## config.mk

```make
export PLATFORM = sky130hd
export DESIGN_NAME = execute_stage
export DESIGN_NICKNAME = d
export VERILOG_FILES = /design/src/rtl/execute_stage.sv
export SDC_FILE = /design/constraint.sdc
export NUM_CORES = 1
export LEC_CHECK = 0
export ABC_AREA = 0
export CAP_MARGIN = 20
export CORE_MARGIN = 5
export CORE_UTILIZATION = 30
export DETAILED_ROUTE_END_ITERATION = 8
export PLACE_DENSITY = 0.58
export SETUP_SLACK_MARGIN = 0.4
export SLEW_MARGIN = 15
export SYNTH_ARGS = -nofsm -noshare
export SYNTH_HDL_FRONTEND = slang
export SYNTH_SLANG_ARGS = --single-unit
```

## constraint.sdc

```tcl
create_clock -name clock -period 7.85 [get_ports clock]
set_input_delay 1.57 -clock clock [delete_from_list [all_inputs] [get_ports clock]]
set_output_delay 1.57 -clock clock [all_outputs]
set_load 0.03 [all_outputs]
```

## src/rtl/execute_stage.sv

```systemverilog
// Execute stage: ALU, branch/memory address generation and registered hand-off
// of the instruction, its destination register and branch condition to the next stage.
module execute_stage #(
  parameter int DW = 16
) (
  input  logic          clock,
  input  logic          reset,
  input  logic          enable_execute,
  input  logic [DW-1:0] IR,
  input  logic [5:0]    E_Control,
  input  logic [DW-1:0] npc_in,
  input  logic          Mem_Control_in,
  input  logic [1:0]    W_Control_in,
  input  logic [DW-1:0] VSR1,
  input  logic [DW-1:0] VSR2,
  output logic [DW-1:0] aluout,
  output logic [DW-1:0] pcout,
  output logic [DW-1:0] M_Data,
  output logic [DW-1:0] IR_Exec,
  output logic [2:0]    dr,
  output logic [2:0]    NZP,
  output logic [1:0]    W_Control_out,
  output logic          Mem_Control_out,
  output logic [2:0]    sr1,
  output logic [2:0]    sr2
);

  localparam logic [3:0] OP_BR  = 4'b0000;
  localparam logic [3:0] OP_ADD = 4'b0001;
  localparam logic [3:0] OP_LD  = 4'b0010;
  localparam logic [3:0] OP_ST  = 4'b0011;
  localparam logic [3:0] OP_AND = 4'b0101;
  localparam logic [3:0] OP_LDR = 4'b0110;
  localparam logic [3:0] OP_STR = 4'b0111;
  localparam logic [3:0] OP_NOT = 4'b1001;
  localparam logic [3:0] OP_LDI = 4'b1010;
  localparam logic [3:0] OP_STI = 4'b1011;
  localparam logic [3:0] OP_JMP = 4'b1100;
  localparam logic [3:0] OP_LEA = 4'b1110;

  logic [3:0]           opcode;
  logic [1:0]           alu_control;
  logic [1:0]           pcselect1;
  logic                 pcselect2;
  logic                 op2select;
  logic signed [DW-1:0] imm5_sx;
  logic signed [DW-1:0] offset6_sx;
  logic signed [DW-1:0] offset9_sx;
  logic signed [DW-1:0] offset11_sx;
  logic signed [DW-1:0] op2;
  logic signed [DW-1:0] alu_res;
  logic signed [DW-1:0] addr_offset;
  logic signed [DW-1:0] addr_base;
  logic signed [DW-1:0] addr;
  logic                 is_alu_op;
  logic                 writes_dr;

  logic [DW-1:0] aluout_d, aluout_q;
  logic [DW-1:0] pcout_d, pcout_q;
  logic [DW-1:0] m_data_d, m_data_q;
  logic [DW-1:0] ir_exec_d, ir_exec_q;
  logic [2:0]    dr_d, dr_q;
  logic [2:0]    nzp_d, nzp_q;
  logic [1:0]    w_control_d, w_control_q;
  logic          mem_control_d, mem_control_q;

  assign opcode = IR[15:12];
  assign {alu_control, pcselect1, pcselect2, op2select} = E_Control;

  assign imm5_sx     = {{(DW-5){IR[4]}}, IR[4:0]};
  assign offset6_sx  = {{(DW-6){IR[5]}}, IR[5:0]};
  assign offset9_sx  = {{(DW-9){IR[8]}}, IR[8:0]};
  assign offset11_sx = {{(DW-11){IR[10]}}, IR[10:0]};

  always_comb begin
    op2 = op2select ? VSR2 : imm5_sx;
    case (alu_control)
      2'b00:   alu_res = VSR1 + op2;
      2'b01:   alu_res = VSR1 & op2;
      2'b10:   alu_res = ~VSR1;
      default: alu_res = VSR1;
    endcase
    case (pcselect1)
      2'b00:   addr_offset = offset11_sx;
      2'b01:   addr_offset = offset9_sx;
      2'b10:   addr_offset = offset6_sx;
      default: addr_offset = '0;
    endcase
    addr_base = pcselect2 ? npc_in : VSR1;
    addr      = addr_offset + addr_base;
  end

  always_comb begin
    is_alu_op = (opcode == OP_ADD) || (opcode == OP_AND) || (opcode == OP_NOT);
    writes_dr = is_alu_op || (opcode == OP_LD) || (opcode == OP_LDR) ||
                (opcode == OP_LDI) || (opcode == OP_LEA);
    sr1 = IR[8:6];
    if ((opcode == OP_BR) || (opcode == OP_LD) || (opcode == OP_LDI) || (opcode == OP_LEA))
      sr1 = 3'd0;
    sr2 = 3'd0;
    if ((opcode == OP_ADD) || (opcode == OP_AND))
      sr2 = IR[2:0];
    else if ((opcode == OP_ST) || (opcode == OP_STR) || (opcode == OP_STI))
      sr2 = IR[11:9];
  end

  // A stall holds everything but NZP, which drops so a branch resolves only once.
  always_comb begin
    aluout_d      = aluout_q;
    pcout_d       = pcout_q;
    m_data_d      = m_data_q;
    ir_exec_d     = ir_exec_q;
    dr_d          = dr_q;
    nzp_d         = 3'b000;
    w_control_d   = w_control_q;
    mem_control_d = mem_control_q;
    if (enable_execute) begin
      pcout_d       = addr;
      aluout_d      = is_alu_op ? alu_res : addr;
      m_data_d      = VSR2;
      ir_exec_d     = IR;
      dr_d          = writes_dr ? IR[11:9] : 3'd0;
      w_control_d   = W_Control_in;
      mem_control_d = Mem_Control_in;
      if (opcode == OP_BR)
        nzp_d = IR[11:9];
      else if (opcode == OP_JMP)
        nzp_d = 3'b111;
    end
  end

  always_ff @(posedge clock) begin
    if (reset) begin
      aluout_q      <= '0;
      pcout_q       <= '0;
      m_data_q      <= '0;
      ir_exec_q     <= '0;
      dr_q          <= '0;
      nzp_q         <= '0;
      w_control_q   <= '0;
      mem_control_q <= 1'b0;
    end else begin
      aluout_q      <= aluout_d;
      pcout_q       <= pcout_d;
      m_data_q      <= m_data_d;
      ir_exec_q     <= ir_exec_d;
      dr_q          <= dr_d;
      nzp_q         <= nzp_d;
      w_control_q   <= w_control_d;
      mem_control_q <= mem_control_d;
    end
  end

  assign aluout          = aluout_q;
  assign pcout           = pcout_q;
  assign M_Data          = m_data_q;
  assign IR_Exec         = ir_exec_q;
  assign dr              = dr_q;
  assign NZP             = nzp_q;
  assign W_Control_out   = w_control_q;
  assign Mem_Control_out = mem_control_q;

endmodule

```

==> impl_metrics.ini <==
[run_status]
status = complete, no violations

[run]
max_cap_viol_count = 0

[synth]
yosysUniqueCellTypes = 57
synth_flop_cell = dfxtp_1
yosysWarnings = 0
synth_edf_count = 0
ys_ff_latch = 73
synthCells = 620
async_flop_share_pct = 0
synth_nets = 729
netlist_area_um2 = 5080
seq_area_frac_synth_pct = 28.8
syn_avg_cell_area_um2 = 8.19

[place]
place_ws_ns = 2.53
place_congestion = 0.835
dp_cells = 963
portBuffers = 154
hpwl_um = 13500
dpl_cell_area_um2 = 6790

[cells_and_area]
diodes = 0
final_layout_size_suffix_gt1_share_pct = 6.07
final_cells = 978
finalNetCount = 863
layout_common_cells = clkdlybuf4s50_1 (152), nor2_1 (88), dfxtp_1 (73)
final_common_cell = clkdlybuf4s50_1
utilization_pct = 42.8
area_delta_synth_final_pct = 39.7
fillCellCount = 1685
design_area_um2 = 7090

[sta]
maxSlewHeadroom_pct = 33.9
worst_pin_slew_ns = 0.988
grt_setup_unrepaired = false
fin_skew_ns = 0
fin_tns_setup_ns = 0
drv_slew = 0
setup_ws_ns = 2.77
final_hold_viol_count = 0
setup_viol = 0
fin_crit_ns = 5.08
post-route-period-util_pct = 64.7
fmax_mhz = 197

[critical_path]
crit_required_ns = 6.28
path_max_fanout = 10
worst_path_max_delay_cell = clkdlybuf4s50_1
worstReg2RegStart = aluout[12]
endpoint_kind = output pin
r2r_cells = 3
crit_family = buffers and inverters
cp_common_cell = clkdlybuf4s50_1
critPathKind = primary input to output pin
reg2reg_slack_ns = 6.92
worstPathCellList = clkdlybuf4s50_1, nor2b_1, nand2_1, o21ai_0, and2_1, clkdlybuf4s50_1
critPathMaxStageDelay_ns = 0.71
worstSetupStartpointType = primary input
cp_num_buf_inv = 2
critPathArrivalTime_ns = 3.51
r2r_end = aluout[12]

[hold_path]
min_path_cells = 1
hold_end = aluout[15]
min-delay-start = aluout[15]
hold_path_class = flop to flop

[power_and_ir_drop]
pwr-share-comb_pct = 36.5
p_switching_w = 0.000470
p_sw_share_pct = 34.7
clkPwrFrac_pct = 32.3
p_leak_nw = 2.96
max-vdd-ir-drop_v = 0.000108
seq_power_share_pct = 31.3
p_per_area_nw_per_um2 = 191
p_int_w = 0.000883

[floorplanning]
rows = 47
die_y_um = 140
die_width_um = 140
core_um2 = 16600
ios = 155
start_util_pct = 30.6
dieArea_um2 = 19600

[cts]
htreeDepth = 3
cts.sinks = 73
cts_resized = 0
cts_tree = done
clockRootBuffer = clkbuf_16
numCtsBuffers = 9
ctsHoldBuffers = 0
clkSlewWorstSetupHoldPaths_ns = 0.06
post_cts_buffers = 0
insertion_delay_ns = 0.35
clk_path_buf_depth = 2

[route]
wl_um = 17700
viasPerCell = 5.12
post_drt_wl_per_cell_um = 18.1
antenna_left = 0
drtPass1Iterations = 5
via_count = 5003
drc = 0
drt_iter0_drc = 253

[global_route]
grt_pass1_wl_um = 27800
gr-usage-all-layers_pct = 17.9
grt_antenna_before_repair = 0
grt_overflow = 0
grt_pass1_vias = 5129
grt_max_degree = 72
[power groups by stage]
stage | Clock [W] | Sequential, W | Combinational (W)
5_1_grt | 0.000464 | 0.000427 | 0.000538
2_1_floorplan | 0 | 0.000490 | 0.000252
4_1_cts | 0.000451 | 0.000423 | 0.000497
3_5_place_dp | 0 | 0.000431 | 0.000494
6_report | 0.000436 | 0.000423 | 0.000493
3_3_place_gp | 0 | 0.000430 | 0.000489
[cell type report]
class	instances	area [µm²]	area share, %
Clock buffer	11	253	3.56
Clock inverter	4	51.3	0.723
Inverter	11	41.3	0.582
Multi-Input combinational cell	500	3440	48.5
Sequential cell	73	1460	20.6
Tap cell	220	275	3.88
Timing Repair Buffer	159	1570	22.2
[how the worst max path moves through the flow]
stage	endpoint	start	cells after the start	slack, ns
global placement	aluout[14]	E_Control[0]	11	2.62
CTS	sr2[0]	IR[13]	6	2.77
global route	sr2[1]	IR[13]	6	2.62
detailed placement	aluout[14]	E_Control[0]	11	2.53
finish	sr2[0]	IR[13]	6	2.77
floorplan	aluout[10]	E_Control[1]	14	3.19
[per-stage QoR]
stage | hold slack [ns] | total power, W
finish | 0.480 | 0.00135
global route | 0.510 | 0.00143
CTS | 0.477 | 0.00137
detailed placement | 0.462 | 0.000925
global placement | 0.464 | 0.000919
floorplan | 0.598 | 0.000742
[synth_stat cells, types with 3 or more instances]
| library cell | count | area (µm²) |
|---|---|---|
| a211o_1 | 3 | 26.3 |
| a211oi_1 | 17 | 128 |
| a21o_1 | 14 | 105 |
| a21oi_1 | 44 | 220 |
| a221oi_1 | 4 | 35.0 |
| a311oi_1 | 7 | 61.3 |
| a31oi_1 | 3 | 18.8 |
| and2_1 | 10 | 62.6 |
| buf_1 | 8 | 30.0 |
| clkbuf_1 | 27 | 101 |
| dfxtp_1 | 73 | 1460 |
| ha_1 | 31 | 388 |
| inv_1 | 11 | 41.3 |
| mux2_2 | 19 | 214 |
| mux2i_1 | 57 | 571 |
| nand2_1 | 58 | 218 |
| nand2b_1 | 5 | 31.3 |
| nand3_1 | 9 | 45.0 |
| nor2_1 | 88 | 330 |
| nor2b_1 | 9 | 56.3 |
| o211ai_1 | 3 | 22.5 |
| o21a_1 | 4 | 30.0 |
| o21ai_0 | 22 | 110 |
| o21ai_1 | 12 | 60.1 |
| o21bai_1 | 4 | 30.0 |
| o31ai_1 | 3 | 22.5 |
| xnor2_1 | 16 | 140 |
| xor2_1 | 25 | 219 |
[cell families (layout without fill, tap and decap cells)]
family          Yosys count  after routing  synth area share [%]
flops                    73             73                  28.8
compound gates          158            158                  20.4
fa+ha+maj                33             33                  8.43
xor+xnor                 41             41                  7.07
mux                      76             76                  15.5
buf+inv                  47            185                  3.50
simple gates            192            192                  16.4
[metal layers]
layer  track usage (%)  part of all wire, %
met1              21.7                   44
met2              29.6                   46
met3              6.17                  8.5
met4              6.22                  2.2
met5                 0                    0
[sequential cells by signal, summed over array words and instances (netlist names)]
| register | cells |
|---|---|
| IR_Exec | 16 |
| M_Data | 16 |
| Mem_Control_out | 1 |
| NZP | 3 |
| W_Control_out | 2 |
| aluout | 16 |
| dr | 3 |
| pcout | 16 |
Note: power is estimated with default switching activity, not from simulation.
